**config.mk**
```make
export PLATFORM = sky130hd
export DESIGN_NAME = ifu_inst_mem_responder_flat
export DESIGN_NICKNAME = d
export VERILOG_FILES = /design/src/rtl/ifu_inst_mem_responder_if.sv /design/src/rtl/ifu_inst_mem_responder.sv /design/src/flat_wrapper.sv
export SDC_FILE = /design/constraint.sdc
export NUM_CORES = 1
export LEC_CHECK = 0
export CELL_PAD_IN_SITES_DETAIL_PLACEMENT = 1
export CELL_PAD_IN_SITES_GLOBAL_PLACEMENT = 1
export CORE_MARGIN = 5
export CORE_UTILIZATION = 38
export CTS_CLUSTER_SIZE = 10
export DETAILED_ROUTE_END_ITERATION = 12
export GPL_TIMING_DRIVEN = 0
export HOLD_SLACK_MARGIN = 0.1
export PLACE_DENSITY = 0.95
export SLEW_MARGIN = 40
export SYNTH_ARGS = -nofsm -noshare
export SYNTH_HDL_FRONTEND = slang
export SYNTH_SLANG_ARGS = --single-unit
```
**constraint.sdc**
```tcl
create_clock -name clk -period 6.1 [get_ports clk]
set_input_delay 1.22 -clock clk [delete_from_list [all_inputs] [get_ports clk]]
set_output_delay 1.22 -clock clk [all_outputs]
set_load 0.02 [all_outputs]
```
**src/rtl/ifu_inst_mem_responder_if.sv**
```systemverilog
// IFU fetch handshake plus instruction-memory read port, bundled for the responder.
// The slave modport is the responder's view; the master modport drives it (IFU + memory).
interface ifu_inst_mem_responder_if #(
  parameter int BITS_W = 32,
  parameter int INST_W = 32
);
  logic [BITS_W-1:0] ifu_pc;
  logic              ifu_pc_valid;
  logic              ifu_pc_ready;
  logic [INST_W-1:0] ifu_inst;
  logic              ifu_inst_valid;
  logic              ifu_inst_ready;
  logic              ifu_inst_err;
  logic              flush;
  logic              mem_req;
  logic [BITS_W-1:0] mem_addr;
  logic              mem_gnt;
  logic              mem_rvalid;
  logic [INST_W-1:0] mem_rdata;
  logic              mem_rerr;

  modport slave (
    input  ifu_pc, ifu_pc_valid, ifu_inst_ready, flush,
    input  mem_gnt, mem_rvalid, mem_rdata, mem_rerr,
    output ifu_pc_ready, ifu_inst, ifu_inst_valid, ifu_inst_err,
    output mem_req, mem_addr
  );

  modport master (
    output ifu_pc, ifu_pc_valid, ifu_inst_ready, flush,
    output mem_gnt, mem_rvalid, mem_rdata, mem_rerr,
    input  ifu_pc_ready, ifu_inst, ifu_inst_valid, ifu_inst_err,
    input  mem_req, mem_addr
  );
endinterface

```
**src/rtl/ifu_inst_mem_responder.sv**
```systemverilog
// Memory-side responder for IFU fetches: one PC in, one memory read, one instruction out,
// with flush, address-window checking and a grant-to-data timeout.
module ifu_inst_mem_responder #(
  parameter int                BITS_W    = 32,
  parameter int                INST_W    = 32,
  parameter logic [BITS_W-1:0] ADDR_BASE = 32'h8000_0000,
  parameter logic [BITS_W-1:0] ADDR_SIZE = 32'h0800_0000,
  parameter int                TIMEOUT   = 255
) (
  input logic                      clk,
  input logic                      rst,
  ifu_inst_mem_responder_if.slave  bus
);

  typedef enum logic [1:0] {IDLE, REQ, WAIT, RESP} state_t;

  state_t            r_state, w_state_nxt;
  logic [BITS_W-1:0] r_pc, w_pc_nxt;
  logic [INST_W-1:0] r_inst, w_inst_nxt;
  logic              r_err, w_err_nxt;
  logic              r_drop, w_drop_nxt;
  logic [15:0]       r_cnt, w_cnt_nxt;

  logic [BITS_W:0]   w_off;
  logic              w_illegal;
  logic [16:0]       w_cnt_inc;
  logic              w_tmo;

  // One extra bit keeps the window offset from wrapping for PCs near the top of the space.
  assign w_off     = {1'b0, bus.ifu_pc} - {1'b0, ADDR_BASE};
  assign w_illegal = (|bus.ifu_pc[1:0]) || (bus.ifu_pc < ADDR_BASE) ||
                     (w_off >= {1'b0, ADDR_SIZE});

  // w_cnt_inc counts WAIT cycles including the current one.
  assign w_cnt_inc = {1'b0, r_cnt} + 17'd1;
  assign w_tmo     = (w_cnt_inc == 17'(TIMEOUT));

  assign bus.ifu_pc_ready   = (r_state == IDLE);
  assign bus.mem_req        = (r_state == REQ);
  assign bus.mem_addr       = r_pc;
  assign bus.ifu_inst_valid = (r_state == RESP);
  assign bus.ifu_inst       = r_inst;
  assign bus.ifu_inst_err   = r_err;

  always_comb begin
    w_state_nxt = r_state;
    w_pc_nxt    = r_pc;
    w_inst_nxt  = r_inst;
    w_err_nxt   = r_err;
    w_drop_nxt  = r_drop;
    w_cnt_nxt   = r_cnt;
    unique case (r_state)
      IDLE: begin
        if (bus.ifu_pc_valid) begin
          w_pc_nxt = bus.ifu_pc;
          if (w_illegal) begin
            w_state_nxt = RESP;
            w_inst_nxt  = '0;
            w_err_nxt   = 1'b1;
          end else begin
            w_state_nxt = REQ;
          end
        end
      end
      REQ: begin
        // The request cannot be withdrawn, so a flush here is remembered until the data returns.
        if (bus.flush) w_drop_nxt = 1'b1;
        if (bus.mem_gnt) begin
          w_state_nxt = WAIT;
          w_cnt_nxt   = '0;
        end
      end
      WAIT: begin
        w_cnt_nxt = w_cnt_inc[15:0];
        if (bus.flush) w_drop_nxt = 1'b1;
        if (bus.mem_rvalid || w_tmo) begin
          if (bus.flush || r_drop) begin
            w_state_nxt = IDLE;
            w_drop_nxt  = 1'b0;
          end else begin
            w_state_nxt = RESP;
            w_inst_nxt  = bus.mem_rvalid ? bus.mem_rdata : '0;
            w_err_nxt   = bus.mem_rvalid ? bus.mem_rerr  : 1'b1;
          end
        end
      end
      RESP: begin
        if (bus.ifu_inst_ready || bus.flush) w_state_nxt = IDLE;
      end
      default: w_state_nxt = IDLE;
    endcase
  end

  always_ff @(posedge clk or negedge rst) begin
    if (!rst) begin
      r_state <= IDLE;
      r_pc    <= '0;
      r_inst  <= '0;
      r_err   <= 1'b0;
      r_drop  <= 1'b0;
      r_cnt   <= '0;
    end else begin
      r_state <= w_state_nxt;
      r_pc    <= w_pc_nxt;
      r_inst  <= w_inst_nxt;
      r_err   <= w_err_nxt;
      r_drop  <= w_drop_nxt;
      r_cnt   <= w_cnt_nxt;
    end
  end

endmodule

```
**src/flat_wrapper.sv**
```systemverilog
// flat-port wrapper written by rule: the top's interface ports become plain ports
module ifu_inst_mem_responder_flat 
#(
  parameter int                BITS_W    = 32,
  parameter int                INST_W    = 32,
  parameter logic [BITS_W-1:0] ADDR_BASE = 32'h8000_0000,
  parameter logic [BITS_W-1:0] ADDR_SIZE = 32'h0800_0000,
  parameter int                TIMEOUT   = 255
)
  (clk, rst, bus_ifu_pc, bus_ifu_pc_valid, bus_ifu_inst_ready, bus_flush, bus_mem_gnt, bus_mem_rvalid, bus_mem_rdata, bus_mem_rerr, bus_ifu_pc_ready, bus_ifu_inst, bus_ifu_inst_valid, bus_ifu_inst_err, bus_mem_req, bus_mem_addr);
  ifu_inst_mem_responder_if #(.BITS_W(BITS_W), .INST_W(INST_W)) bus_i ();
  input logic clk;
  input logic rst;
  input wire logic [$bits(bus_i.ifu_pc)-1:0] bus_ifu_pc;
  input wire logic [$bits(bus_i.ifu_pc_valid)-1:0] bus_ifu_pc_valid;
  input wire logic [$bits(bus_i.ifu_inst_ready)-1:0] bus_ifu_inst_ready;
  input wire logic [$bits(bus_i.flush)-1:0] bus_flush;
  input wire logic [$bits(bus_i.mem_gnt)-1:0] bus_mem_gnt;
  input wire logic [$bits(bus_i.mem_rvalid)-1:0] bus_mem_rvalid;
  input wire logic [$bits(bus_i.mem_rdata)-1:0] bus_mem_rdata;
  input wire logic [$bits(bus_i.mem_rerr)-1:0] bus_mem_rerr;
  output wire logic [$bits(bus_i.ifu_pc_ready)-1:0] bus_ifu_pc_ready;
  output wire logic [$bits(bus_i.ifu_inst)-1:0] bus_ifu_inst;
  output wire logic [$bits(bus_i.ifu_inst_valid)-1:0] bus_ifu_inst_valid;
  output wire logic [$bits(bus_i.ifu_inst_err)-1:0] bus_ifu_inst_err;
  output wire logic [$bits(bus_i.mem_req)-1:0] bus_mem_req;
  output wire logic [$bits(bus_i.mem_addr)-1:0] bus_mem_addr;
  assign bus_i.ifu_pc = bus_ifu_pc;
  assign bus_i.ifu_pc_valid = bus_ifu_pc_valid;
  assign bus_i.ifu_inst_ready = bus_ifu_inst_ready;
  assign bus_i.flush = bus_flush;
  assign bus_i.mem_gnt = bus_mem_gnt;
  assign bus_i.mem_rvalid = bus_mem_rvalid;
  assign bus_i.mem_rdata = bus_mem_rdata;
  assign bus_i.mem_rerr = bus_mem_rerr;
  assign bus_ifu_pc_ready = bus_i.ifu_pc_ready;
  assign bus_ifu_inst = bus_i.ifu_inst;
  assign bus_ifu_inst_valid = bus_i.ifu_inst_valid;
  assign bus_ifu_inst_err = bus_i.ifu_inst_err;
  assign bus_mem_req = bus_i.mem_req;
  assign bus_mem_addr = bus_i.mem_addr;
  ifu_inst_mem_responder #(.BITS_W(BITS_W), .INST_W(INST_W), .ADDR_BASE(ADDR_BASE), .ADDR_SIZE(ADDR_SIZE), .TIMEOUT(TIMEOUT)) u_core (.clk(clk), .rst(rst), .bus(bus_i));
endmodule
```
==> impl_metrics.tcl, run 1 <==
set metrics [dict create \
    crit_buf_inv 2 \
    gr-total-overflow 0 \
    fmax_mhz 314 \
    io_pins 140 \
    cts_sinks 84 \
    cts-resized-gates 0 \
    busiest_layer "met2" \
    worstPathMaxFanout 6 \
    utilization 0.563 \
    avgSynthCellArea_um2 12.3 \
    synth_edf_count 0 \
    num-fill-cells 1082 \
    drv_slew 0 \
    cts_root_buf "clkbuf_8" \
    drtIter0Drc 180 \
    yosysWarnings 0 \
    ys_seq_elements 84 \
    path_clk_slew_ps 90 \
    syn_to_final_growth_pct 43.6 \
    cts_buffers 9 \
    cap_viol_max_count 0 \
    first_global_vias 3739 \
    track_usage 0.222 \
    cp.arrival_ps 1960 \
    crit_slowest_cell "clkdlybuf4s50_1" \
    die_y_um 113 \
    finalClockSkew_ps 12.6 \
    ctsHoldBuffers 0 \
    cp_cell_sequence "inv_1, ha_1, clkdlybuf4s50_1" \
    synth.distinct_cells 42 \
    irDropWorstVdd_mv 0.231 \
    post-synth-top-area-fraction 0.517 \
    status "completed" \
    clkPwrFrac 0.131 \
    cp.required_ps 4880 \
    path_class "flip-flop to primary output" \
    cts_tree "done" \
    synth_cells 330 \
    synth_flop_cell "dfrtp_1" \
    final_nets 559 \
    total_leakage_power_nw 2.66 \
    ant_nets 0 \
    swShare 0.398 \
    switchingPower_mw 1.20 \
    fin_area_um2 5840 \
    finalCritPeriodShare 0.522 \
    yosysMostFrequentCell "dfrtp_1" \
    setup_violations 0 \
    ys_seq_area_frac 0.517 \
    num_rows 37 \
    antenna_found_initial 0 \
    dr.pass1.iters 5 \
    routed_wl_mm 13.9 \
    end_kind "primary output" \
    diodes 0 \
    finalCriticalPeriod_ps 3180 \
    powerDensity_nw_per_um2 515 \
    fin_hold_ws_ps 511 \
    drc 0 \
    port_buffers 139 \
    syn_nets 408 \
    setup_tns_ps 0 \
    critPathTopFamily "buffers and inverters" \
    hpwlAfterDp_mm 10.4 \
    critPathLaunchType "flip-flop" \
    post_cts_buffers 0 \
    post_drt_wl_per_cell_um 22.4 \
    initial_core_util 0.392 \
    grt_max_degree 53 \
    use_met3 0.0493 \
    max_stage_delay_ps 690 \
    place_area_um2 5660 \
    core_um2 10400 \
    ys_top_cells_by_count "dfrtp_1 (84), mux2_2 (36), and3_1 (35)" \
    pwr-share-comb 0.551 \
    place_congestion 0.838 \
    final-seq-area_um2 2100 \
    synth_area_um2 4070 \
    fp.dieArea_um2 12900 \
    htreeDepth 3 \
    seq_power_share 0.317 \
    multi_input_area_um2 1850 \
    synth_top_area_cell "dfrtp_1" \
    dr_total_vias 3352 \
    grtUsageMet2 0.397 \
    relSlewSlack 0.495 \
    clockBufferDepth 2 \
    avgViaCountPerCell 5.39 \
    clkLatencyLatePin_ps 380 \
    grt_pass1_wl_mm 21.9 \
    synth.area.top_cells "dfrtp_1 (52%), mux2_4 (11%), mux2_2 (10%)" \
    layout-drive-gt1-share 0.191 \
    die_w_um 113 \
    synthArstFlopShare 1.00 \
    worstHoldPathType "flip-flop to flip-flop" \
    hold_violations 0 \
    met1_usage 0.248 \
    internal_power_mw 1.81 \
    worstMarginPinSlew_ps 755 \
    rsz0062_at_grt "false" \
]
## power groups by stage
stage / Clock, mW / Sequential (mW) / Combinational, mW
6_report: 0.395 / 0.955 / 1.66
5_1_grt: 0.428 / 0.986 / 1.74
4_1_cts: 0.403 / 0.953 / 1.67
3_5_place_dp: 0 / 0.961 / 1.66
3_3_place_gp: 0 / 0.930 / 1.57
2_1_floorplan: 0 / 1.20 / 0.657
## worst paths after layout
| check | cells past startpoint | end | slack [ps] | startpoint |
|---|---|---|---|---|
| worst max-delay path | 3 | bus_ifu_pc_ready | 2920 | u_core.r_state[1] |
| worst max register to register | 9 | u_core.bus.ifu_inst[9] | 3110 | u_core.r_cnt[0] |
| min in group asynchronous | 1 | u_core.bus.ifu_inst[8] | 720 | rst |
| worst min register to register | 1 | u_core.bus.mem_addr[19] | 510 | u_core.bus.mem_addr[19] |
| worst min-delay path | 1 | u_core.bus.mem_addr[19] | 510 | u_core.bus.mem_addr[19] |
| max in group asynchronous | 2 | u_core.bus.mem_addr[1] | 4800 | rst |
## through the flow
step	instances	setup WS [ps]	power (mW)
floorplan	330	3450	1.85
detailed placement	606	2630	2.62
finish	622	2920	3.01
global placement	605	821	2.50
CTS	622	2930	3.03
global route	622	2830	3.15
## per-layer routing
layer | up-vias | part of all wire
li1 | 1493 | -
met1 | 1698 | 0.38
met2 | 127 | 0.53
met3 | 34 | 0.052
met4 | 0 | 0.034
met5 | - | 0
## state kept, by name (all words and copies together), names as in the netlist
register and cells:
u_core.bus.mem_addr 32, u_core.r_drop 1, u_core.bus.ifu_inst 32, u_core.r_state 2
u_core.r_cnt 16, u_core.bus.ifu_inst_err 1
## cells by family (layout without fill, tap and decap cells)
kind of cell	count (synthesis)	count (layout)	synth area share
AOI/OAI and AO/OA	47	47	0.0717
xor gates and xnor gates	6	6	0.0129
adders and majority gates	6	6	0.0184
buffers and inverters	24	180	0.0286
DFF	84	84	0.517
muxes	69	69	0.218
and+or+nand+nor	94	94	0.134
## layout make-up
class | count | share of cell area
Timing Repair Buffer | 140 | 0.243
Tap cell | 136 | 0.0291
Multi-Input combinational cell | 222 | 0.317
Clock buffer | 11 | 0.0225
Buffer | 17 | 0.0154
Clock inverter | 5 | 0.00899
Inverter | 7 | 0.00450
Sequential cell | 84 | 0.360
## placed cells by master (no fill, tap or decap), drive strengths merged, types with 6 or more instances in the layout
cell	netlist	routed
clkdlybuf4s50	0	138
mux2	67	67
buf	7	9
nor2	17	17
ha	6	6
a21oi	6	6
and3	35	35
o21ai	24	24
clkbuf	10	21
nand2	16	16
nand3	7	7
dfrtp	84	84
inv	7	7
Note: power is estimated with default switching activity, not from simulation.
==> inputs of run 2 (changes only) <==
Settings changed: CORE_UTILIZATION 38 to 32, PLACE_DENSITY 0.95 to 0.86.
Clock period 6.1 ns to 2.73 ns, I/O delays scaled along.
==> run 2 against run 1 <==
- flip-flop and latch count unchanged
- wire length fell by 3.6%
- design area rose by 6.1%
- global-route usage fell by 4.9 points
- core utilization decreased by 7.0 points
- critical path depth up 7
- via count is 1.3% higher
- die area is 17% higher
- critical path type is now flip-flop to flip-flop
- critical endpoint is now u_core.bus.ifu_inst[31]
==> impl_metrics.tcl, run 2 (same netlist as run 1, synthesis figures left out) <==
set metrics [dict create \
    status "completed" \
    grt_max_degree 59 \
    clkLatencyLatePin_ps 340 \
    final_common_cell "clkdlybuf4s50_1" \
    critPathLaunchType "flip-flop" \
    irDropWorstVdd_mv 0.380 \
    hold_violations 0 \
    place_ws_ps -261 \
    layout-drive-gt1-share 0.234 \
    port_buffers 139 \
    grt_pass1_wl_mm 20.2 \
    die_y_um 123 \
    io_pins 140 \
    fp.dieArea_um2 15100 \
    antenna_found_initial 0 \
    cap_viol_max_count 0 \
    die_w_um 123 \
    met1_length_mm 5.19 \
    hpwlAfterDp_mm 9.33 \
    dr.max_layer_used "met4" \
    drtIter0Drc 257 \
    finalCriticalPeriod_ps 2700 \
    cts_tree "done" \
    num-fill-cells 1317 \
    worstPathMaxFanout 10 \
    fin_cells 671 \
    finalClockSkew_ps 6.44 \
    dr.pass1.iters 4 \
    track_usage 0.173 \
    layout_setup_ws_ps 28.6 \
    final_nets 573 \
    met2WireLength_mm 7.26 \
    worstMarginPinSlew_ps 806 \
    cp.required_ps 2950 \
    cp.arrival_ps 2920 \
    syn_to_final_growth_pct 52.4 \
    drv_slew 0 \
    mostFrequentLayoutCells "clkdlybuf4s50_1 (138), dfrtp_1 (77), mux2_2 (36), and3_1 (34), mux2_4 (30)" \
    path_class "flip-flop to flip-flop" \
    drc 0 \
    total_leakage_power_nw 2.80 \
    place_congestion 0.770 \
    powerDensity_nw_per_um2 1170 \
    clockBufferDepth 2 \
    core_um2 12600 \
    fmax_mhz 370 \
    finalCritPeriodShare 0.990 \
    htreeDepth 3 \
    cts_root_buf "clkbuf_16" \
    wl_met3_um 717 \
    num_rows 41 \
    worstHoldPathType "flip-flop to flip-flop" \
    setup_violations 0 \
    initial_core_util 0.324 \
    cts_sinks 84 \
    avgViaCountPerCell 5.06 \
    cts_buffers 9 \
    relSlewSlack 0.461 \
    diodes 0 \
    routed_wl_mm 13.4 \
    path_clk_slew_ps 60 \
    end_kind "flip-flop" \
    post_drt_wl_per_cell_um 20.0 \
    gr-total-overflow 0 \
    dr_total_vias 3394 \
    ant_nets 0 \
    first_global_vias 3702 \
    place_inst 642 \
]
-- run 2: cell count changes in the layout (fill, tap and decap cells not counted), moves of 2 or more --
| cell | delta |
|---|---|
| clkinv_2 | -2 |
| clkbuf_16 | +9 |
| dfrtp_2 | +7 |
| dfrtp_1 | -7 |
| clkbuf_8 | -9 |
| buf_4 | +11 |
| buf_8 | +3 |
| buf_6 | -2 |
-- run 2: per-layer routing --
metal	vias up	track usage
met1	1732	0.198
li1	1520	-
met2	123	0.321
met5	-	0
met4	0	0.0609
met3	19	0.0304
-- run 2: critical path, cell delays in order (launching register included) --
cell and delay (ps):
dfrtp_2 460, inv_1 80, ha_1 170, nand2_1 70
or4_1 480, nor4_1 270, and3_2 290, a31oi_4 130
buf_12 180, buf_8 150, mux2_4 310
-- run 2: layout make-up --
class	count	area (um^2)	area share
Sequential cell	84	2110	0.340
Inverter	7	26.3	0.00424
Multi-Input combinational cell	222	1890	0.305
Clock inverter	4	51.3	0.00827
Buffer	16	97.6	0.0157
Timing Repair Buffer	155	1580	0.254
Clock buffer	11	233	0.0375
Tap cell	172	215	0.0347
-- run 2: report_power, final --
group	switching, mW	internal, mW
Sequential	0.341	1.78
Clock	0.491	0.705
Combinational	1.87	2.07
-- run 2: what timing repair did --
item / CTS / global route
setup endpoints to repair: 34 / 34
hold endpoints to repair: 26 / 0
hold buffers: 1 / 0
buffers inserted: 4 / 9
gates resized for setup: 12 / 6
cloned: 1 / 0
pin swaps: 3 / 5
-- run 2: through the flow --
step	cell area [um^2]	setup TNS (ps)	utilization	power (mW)	hold WS [ps]
3_5_place_dp	5700	-7580	0.454	5.76	435
2_1_floorplan	4070	0	-	4.14	250
3_3_place_gp	5680	-164000	0.452	5.60	478
5_1_grt	6200	-1060	0.493	7.60	509
6_report	6200	0	0.493	7.25	504
4_1_cts	6120	0	0.487	7.19	507
-- run 2: worst paths after layout --
check	depth (start not counted)	slack, ps	from	end
setup / recovery	10	30	u_core.r_cnt[0]	u_core.bus.ifu_inst[31]
hold / removal	1	500	u_core.r_cnt[15]	u_core.r_cnt[15]
setup reg to reg	10	30	u_core.r_cnt[0]	u_core.bus.ifu_inst[31]
hold reg to reg	1	500	u_core.r_cnt[15]	u_core.r_cnt[15]
max in group asynchronous	3	1480	rst	u_core.r_cnt[11]
min in group asynchronous	2	650	rst	u_core.bus.ifu_inst[4]
